==> config.mk <==
export PLATFORM = sky130hd
export DESIGN_NAME = mux41_rr_sched
export DESIGN_NICKNAME = d
export VERILOG_FILES = /design/src/rtl/mux41_rr_sched.sv
export SDC_FILE = /design/constraint.sdc
export NUM_CORES = 1
export LEC_CHECK = 0
export CORE_MARGIN = 5
export CORE_UTILIZATION = 58
export CTS_BUF_LIST = sky130_fd_sc_hd__clkbuf_8
export CTS_CLUSTER_DIAMETER = 100
export DETAILED_ROUTE_END_ITERATION = 8
export PLACE_DENSITY = 0.81
export REMOVE_ABC_BUFFERS = 1
export SETUP_SLACK_MARGIN = 0.05
export SYNTH_ARGS = -nofsm -noshare
export SYNTH_HDL_FRONTEND = slang
export SYNTH_SLANG_ARGS = --single-unit
==> constraint.sdc <==
create_clock -name CLK -period 3 [get_ports CLK]
set_input_delay 0.9 -clock CLK [delete_from_list [all_inputs] [get_ports CLK]]
set_output_delay 0.9 -clock CLK [all_outputs]
set_load 0.005 [all_outputs]
==> src/rtl/mux41_rr_sched.sv <==
// mux41_rr_sched
// Round-robin scheduler that time-shares a 4:1 single-bit mux among four
// requesters. Requests are level sensitive; a grant is held while the owner
// keeps requesting, but for at most HOLD_MAX consecutive cycles whenever
// another requester is waiting.
//
// Parameters:
//   HOLD_MAX : max consecutive grant cycles per owner under contention (1..255)
//
// Ports:
//   CLK     : clock, all state updates on the rising edge
//   RST     : synchronous active-high reset
//   REQ     : [3:0] level request, REQ[i] = requester i wants the mux
//   GNT     : [3:0] registered one-hot grant, or all zero when idle
//   SEL     : [1:0] registered owner index, drives the mux select
//   VALID   : registered, high while GNT is non-zero
//   TIMEOUT : registered one-cycle pulse on a HOLD_MAX revocation
module mux41_rr_sched #(
  parameter int HOLD_MAX = 8
) (
  input  logic       CLK,
  input  logic       RST,
  input  logic [3:0] REQ,
  output logic [3:0] GNT,
  output logic [1:0] SEL,
  output logic       VALID,
  output logic       TIMEOUT
);

  localparam logic [0:0] ST_IDLE  = 1'b0;
  localparam logic [0:0] ST_GRANT = 1'b1;

  // Counter value marking the last cycle of an owner's window.
  localparam logic [7:0] CNT_LAST = 8'(HOLD_MAX - 1);

  logic [0:0] state_q, state_d;
  logic [1:0] last_q, last_d;
  logic [7:0] cnt_q, cnt_d;
  logic [3:0] gnt_q, gnt_d;
  logic [1:0] sel_q, sel_d;
  logic       valid_q, valid_d;
  logic       timeout_q, timeout_d;

  logic [2:0] pick_all;
  logic [2:0] pick_others;
  logic [3:0] others;

  // Round-robin search from last+1 up to last itself (k = 4 wraps to last).
  // Iterating downwards lets the lowest offset win by overwriting.
  function automatic logic [2:0] rr_pick(input logic [3:0] elig,
                                         input logic [1:0] last);
    logic [2:0] res;
    logic [1:0] idx;
    res = 3'b000;
    for (int k = 4; k >= 1; k--) begin
      idx = last + 2'(k);
      if (elig[idx]) res = {1'b1, idx};
    end
    return res;
  endfunction

  // Two candidate winners are always computed: one over all requests (idle
  // start or voluntary release) and one excluding the current owner (timeout).
  always_comb begin
    others      = REQ & ~(4'b0001 << last_q);
    pick_all    = rr_pick(REQ, last_q);
    pick_others = rr_pick(others, last_q);
  end

  // Next-state logic. In GRANT the owner is always last_q, since last_q is
  // loaded with the winner on every grant. SEL is left untouched on the way
  // to IDLE so the mux output does not glitch.
  always_comb begin
    state_d   = state_q;
    last_d    = last_q;
    cnt_d     = cnt_q;
    gnt_d     = gnt_q;
    sel_d     = sel_q;
    valid_d   = valid_q;
    timeout_d = 1'b0;

    case (state_q)
      ST_IDLE: begin
        if (pick_all[2]) begin
          state_d = ST_GRANT;
          last_d  = pick_all[1:0];
          sel_d   = pick_all[1:0];
          gnt_d   = 4'b0001 << pick_all[1:0];
          cnt_d   = 8'd0;
          valid_d = 1'b1;
        end
      end

      default: begin
        if (!REQ[last_q]) begin
          if (pick_all[2]) begin
            last_d  = pick_all[1:0];
            sel_d   = pick_all[1:0];
            gnt_d   = 4'b0001 << pick_all[1:0];
            cnt_d   = 8'd0;
            valid_d = 1'b1;
          end else begin
            state_d = ST_IDLE;
            gnt_d   = 4'b0000;
            cnt_d   = 8'd0;
            valid_d = 1'b0;
          end
        end else if (cnt_q == CNT_LAST) begin
          cnt_d = 8'd0;
          if (pick_others[2]) begin
            last_d    = pick_others[1:0];
            sel_d     = pick_others[1:0];
            gnt_d     = 4'b0001 << pick_others[1:0];
            timeout_d = 1'b1;
          end
        end else begin
          cnt_d = cnt_q + 8'd1;
        end
      end
    endcase
  end

  // State registers. last resets to 3 so requester 0 has first priority.
  always_ff @(posedge CLK) begin
    if (RST) begin
      state_q   <= ST_IDLE;
      last_q    <= 2'b11;
      cnt_q     <= 8'd0;
      gnt_q     <= 4'b0000;
      sel_q     <= 2'b00;
      valid_q   <= 1'b0;
      timeout_q <= 1'b0;
    end else begin
      state_q   <= state_d;
      last_q    <= last_d;
      cnt_q     <= cnt_d;
      gnt_q     <= gnt_d;
      sel_q     <= sel_d;
      valid_q   <= valid_d;
      timeout_q <= timeout_d;
    end
  end

  assign GNT     = gnt_q;
  assign SEL     = sel_q;
  assign VALID   = valid_q;
  assign TIMEOUT = timeout_q;

endmodule

==> results of run 1 <==
-- cell type report --
cell class | count | area, sq um
Clock inverter | 1 | 5.00
Sequential cell | 19 | 380
Multi-Input combinational cell | 139 | 941
Tap cell | 28 | 35.0
Clock buffer | 3 | 41.3
Fill cell | 173 | 569
Timing Repair Buffer | 29 | 250
Inverter | 3 | 11.3
-- layout by cell type, fill, tap and decap left out, types with 4 or more instances in the layout --
| cell | synthesis | routed |
|---|---|---|
| a211oi_1 | 5 | 5 |
| a21oi_1 | 11 | 11 |
| buf_4 | 1 | 16 |
| clkdlybuf4s50_1 | 0 | 13 |
| dfxtp_1 | 19 | 19 |
| ha_1 | 5 | 5 |
| nand2_1 | 14 | 14 |
| nand2b_1 | 11 | 11 |
| nand4_1 | 4 | 4 |
| nor2_1 | 21 | 21 |
| nor2b_1 | 6 | 6 |
| nor3_1 | 9 | 9 |
| o21ai_0 | 5 | 5 |
| xor2_1 | 4 | 4 |
-- power by group through the flow --
| stage | logic, mW | registers (mW) | clock network, mW |
|---|---|---|---|
| floorplan | 0.311 | 0.329 | 0 |
| global placement | 0.498 | 0.308 | 0 |
| detailed placement | 0.516 | 0.309 | 0 |
| CTS | 0.521 | 0.304 | 0.179 |
| global route | 0.583 | 0.308 | 0.195 |
| finish | 0.537 | 0.304 | 0.178 |
-- metal layers --
layer | GRT usage | vias up
li1 | - | 690
met1 | 0.250 | 650
met2 | 0.404 | 71
met3 | 0.0461 | 19
met4 | 0.123 | 0
met5 | 0 | -
-- worst paths after layout --
kind / start / endpoint / cells past startpoint
min: SEL[1]$_SDFFE_PP0P_ / SEL[1]$_SDFFE_PP0P_ / 2
max: REQ[0] / GNT[1]$_SDFFE_PP0P_ / 7
min reg2reg: SEL[1]$_SDFFE_PP0P_ / SEL[1]$_SDFFE_PP0P_ / 2
max reg2reg: last_q[0]$_SDFFE_PP1P_ / GNT[1]$_SDFFE_PP0P_ / 8
-- state kept, by name, indices dropped and copies added, names as in the netlist --
name / flops
state_q: 1
VALID: 1
GNT: 4
cnt_q: 8
SEL: 2
TIMEOUT: 1
last_q: 2
-- kinds of logic (layout without fill, tap and decap cells) --
logic type      after synthesis  in the layout  synth area share
compound gates               45             45             0.235
fa+ha+maj                     5              5            0.0454
flops                        19             19             0.276
simple gates                 78             78             0.285
buf+inv                      15             36            0.0472
xor+xnor                      4              4            0.0254
mux                           7              7            0.0854
-- tightest hold or removal path, delay by kind of cell, from the launching register on --
family             cells  cell delay, ns
and+or+nand+nor        1            0.05
AOI/OAI and AO/OA      1            0.06
DFF                    1            0.31
-- timing repair --
action,in CTS,in global routing
hold buffers,0,0
setup endpoints to repair,0,1
resized for setup,0,1
-- metrics by stage --
step	area [sq um]	std cells	total power, mW	hold WS (ns)	utilization
2_1_floorplan	1320	161	0.640	0.447	-
3_3_place_gp	1610	218	0.806	0.450	0.720
3_5_place_dp	1610	218	0.825	0.457	0.720
4_1_cts	1660	222	1.00	0.473	0.741
5_1_grt	1660	222	1.09	0.500	0.745
6_report	1660	222	1.02	0.467	0.745
==> impl_metrics.yaml, run 1 <==
layout:
  areaGrowthSynthToFinish_pct: 20.8
  drive_above_1_share: 0.139
  fin_nets: 206
  antenna_cells: 0
synthesis:
  syn_inst: 173
  synth_seq_cells: 19
  synth_common_cells: "21 x nor2_1, 19 x dfxtp_1, 14 x nand2_1"
  synth_most_common_cell: "nor2_1"
  synth_seq_area_share: 0.276
  synth_area_leaders: "dfxtp_1 28%, nor2_1 5.7%, nand2b_1 5.0%"
  synth_top_area_cell: "dfxtp_1"
  netlist_area_sq_um: 1380
  async_flop_share: 0
  synth_top_area_share: 0.276
  synth-main-ff-cell: "dfxtp_1"
  synth_area_per_cell_sq_um: 7.96
  synth-edff-count: 0
  ys_types: 46
  yosysWarnings: 0
setup_path:
  reg2reg_slack_ns: 0.39
  path_cells: "clkdlybuf4s50_1 > nand2b_1 > mux4_2 > a211o_1 > mux2i_4 > a32oi_1 > a211oi_1"
  critPathArrivalTime_ns: 2.96
  slowest_stage: "clkdlybuf4s50_1"
  crit_family: "compound AO/OA/AOI/OAI gates"
  end_kind: "flip-flop"
  critPathLaunchType: "input port"
  critPathMaxStageDelay_ns: 0.50
  worst-path-buf-inv: 1
  worstPathRequired_ns: 3.15
  critPathKind: "in -> reg"
  path_max_fanout: 5
grt:
  antenna_found_initial: 0
  grt_remaining_overflow: 0
  grt_pass1_wl_mm: 6.04
  grt_max_degree: 19
  grt_pass1_vias: 1382
  grt.total_usage: 0.227
power:
  p_seq_frac: 0.299
  switching_share: 0.381
  p_comb_frac: 0.527
  p_clk_frac: 0.174
  ir_drop_uv: 578
  leakagePower_nw: 0.634
  internal-power_uw: 631
  p_sw_uw: 388
  power.density_nw_per_um2: 613
die:
  start_util: 0.617
  top_level_ports: 14
  dieWidth_um: 58.7
  core_area_sq_um: 2230
  die_area_sq_um: 3450
  die_y_um: 58.7
  rows: 17
sta:
  fmax_mhz: 356
  fin_tns_setup_ns: 0
  maxSlewViolCount: 0
  post-route-min-period_ns: 2.81
  grt_setup_unrepaired: "no"
  fin_crit_sh: 0.936
  setup_viol: 0
  worst_slew_pin_slew_ns: 0.579
  slew_headroom: 0.613
  setup_ws_ns: 0.191
  hold_violations: 0
  fin_worst_skew_ns: 0.00462
hold_path:
  hp-class: "reg -> reg"
clock_network:
  cts-root-buf: "clkbuf_8"
  cts.reportedPaths.clkPinSlew_ns: 0.07
  cts_setup_buffers: 0
  htree_num_levels: 1
  cts_made_buffers: 3
  clk_latency_ns: 0.26
  cts.path.max_buffers: 2
  cts_tree: "yes"
  clock-sinks: 19
route:
  totalWireLength_mm: 3.67
  wl_met3_um: 213
  avgRoutedWirePerCell_um: 16.5
  drc: 0
  drt-met1-wl_mm: 1.44
  postRouteAntennaNets: 0
  first_pass_iters: 4
  routed.top_layer: "met4"
  drtIter0Drc: 72
  route.vias.total: 1430
  wl_met2_mm: 1.88
  viasPerCell: 6.44
place:
  gp_congestion: 0.877
  portBuffers: 13
  dp_slack_ns: -0.123
  dp_hpwl_mm: 2.78
status:
  outcome: "finished clean"
run:
  cap_violations: 0
Note: power is estimated with default switching activity, not from simulation.
==> run 2: changes to the inputs <==
- CAP_MARGIN: not set -> 30
==> results of run 2 <==
Final layout, timing and power as in run 1 (identical DEF).
==> run 3: changes to the inputs <==
- CORE_UTILIZATION: 58 -> 63
- CTS_CLUSTER_DIAMETER: 100 -> 120
- PLACE_DENSITY: 0.81 -> 0.87
- clock period: 3 -> 3.55 ns (I/O delays scaled with it)
==> impl_metrics.yaml, run 3 (same netlist as run 1, synthesis figures left out) <==
layout:
  drive_above_1_share: 0.107
  fillers: 155
  areaGrowthSynthToFinish_pct: 16.3
  most-common-layout-cells: "21 x nor2_1, 19 x dfxtp_1, 14 x nand2_1, 13 x clkdlybuf4s50_1"
  fin_nets: 199
  final_common_cell: "nor2_1"
  largest_reg_flops: 8
  max_flop_register: "cnt_q"
  instances_no_fill: 215
  final_design_area_no_fill_sq_um: 1600
  antenna_cells: 0
sta:
  fin_tns_setup_ns: 0
  setup_ws_ns: 0.547
  worst_slew_pin_slew_ns: 0.582
  grt_setup_unrepaired: "no"
  fin_crit_sh: 0.846
  setup_viol: 0
  whs_ns: 0.458
  slew_headroom: 0.611
  maxSlewViolCount: 0
  hold_violations: 0
  post-route-min-period_ns: 3.00
  fmax_mhz: 333
  fin_worst_skew_ns: 0.00521
hold_path:
  worstHoldEndpoint: "SEL[1]$_SDFFE_PP0P_"
  hp-class: "reg -> reg"
  min-delay-start: "SEL[1]$_SDFFE_PP0P_"
  whs_path_depth: 2
setup_path:
  slowest_stage: "mux4_2"
  rr_worst_depth: 8
  critPathLaunchType: "input port"
  critPathKind: "in -> reg"
  r2r_start: "last_q[0]$_SDFFE_PP1P_"
  critPathArrivalTime_ns: 3.16
  startpoint: "REQ[3]"
  reg2reg_slack_ns: 0.71
  r2r_end: "last_q[0]$_SDFFE_PP1P_"
  path_cells: "clkdlybuf4s50_1 > nor2b_1 > mux4_2 > a221oi_2 > mux2i_2 > nand2b_1 > a221o_1"
  critPathMaxStageDelay_ns: 0.52
  end_kind: "flip-flop"
  path_max_fanout: 5
  worstPathRequired_ns: 3.70
die:
  die_area_sq_um: 3220
  die_y_um: 56.8
  start_util: 0.641
  dieWidth_um: 56.8
  top_level_ports: 14
  core_area_sq_um: 2150
  rows: 17
clock_network:
  postCtsHoldBufs: 0
  cts_resized: 0
  cts.reportedPaths.clkPinSlew_ns: 0.08
  cts-root-buf: "clkbuf_8"
  cts_made_buffers: 3
  cts_setup_buffers: 0
  cts.path.max_buffers: 2
  clock-sinks: 19
  clk_latency_ns: 0.26
  cts_tree: "yes"
  htree_num_levels: 1
run:
  cap_violations: 0
place:
  portBuffers: 13
  dp_slack_ns: 0.280
  dp_hpwl_mm: 2.55
  gp_congestion: 0.968
  place_area_sq_um: 1560
  dp_cells: 211
status:
  outcome: "finished clean"
route:
  route.vias.total: 1408
  postRouteAntennaNets: 0
  drc: 0
  totalWireLength_mm: 3.53
  viasPerCell: 6.55
  first_pass_iters: 4
  avgRoutedWirePerCell_um: 16.4
  drtIter0Drc: 83
power:
  ir_drop_uv: 372
  leakagePower_nw: 0.598
  power.density_nw_per_um2: 521
grt:
  antenna_found_initial: 0
  grt_remaining_overflow: 0
  grt_pass1_wl_mm: 5.83
  grt_pass1_vias: 1307
  grt.total_usage: 0.226
  grt_max_degree: 19
run 3: cell type report:
cell class                      instances  area (sq um)  share of cell area
Tap cell                               28          35.0              0.0219
Clock inverter                          1          5.00             0.00312
Timing Repair Buffer                   22           198               0.123
Clock buffer                            3          41.3              0.0258
Sequential cell                        19           380               0.237
Inverter                                3          11.3             0.00703
Multi-Input combinational cell        139           932               0.582
run 3: power breakdown:
part	total [mW]	switching, mW	internal, mW
combinational	0.423	0.230	0.193
sequential	0.258	0.0188	0.240
clock	0.153	0.0753	0.0782
run 3: how the worst max path moves through the flow:
stage                                   endpoint  slack [ns]  cells past startpoint
final                     last_q[0]$_SDFFE_PP1P_        0.55                      7
after global routing         GNT[1]$_SDFFE_PP0P_        0.50                      7
after CTS                 last_q[0]$_SDFFE_PP1P_        0.56                      7
after detailed placement  last_q[0]$_SDFFE_PP1P_        0.28                      7
after global placement    last_q[0]$_SDFFE_PP1P_        0.39                      7
after floorplan           last_q[0]$_SDFFE_PP1P_        0.58                      8
run 3: critical path: cells and delay by family:
family | cells | cell delay, ns
buffers and inverters | 1 | 0.43
and+or+nand+nor | 2 | 0.38
muxes | 2 | 0.67
AOI/OAI and AO/OA | 2 | 0.60
run 3: metrics by stage:
stage,utilization,power [mW]
2_1_floorplan,-,0.541
3_3_place_gp,0.725,0.653
3_5_place_dp,0.725,0.675
4_1_cts,0.746,0.830
5_1_grt,0.746,0.885
6_report,0.746,0.835
run 3: metal layers:
layer,routed length (um),track usage
met1,1420,0.279
met2,1740,0.383
met3,281,0.0322
met4,92,0.106
met5,0,0
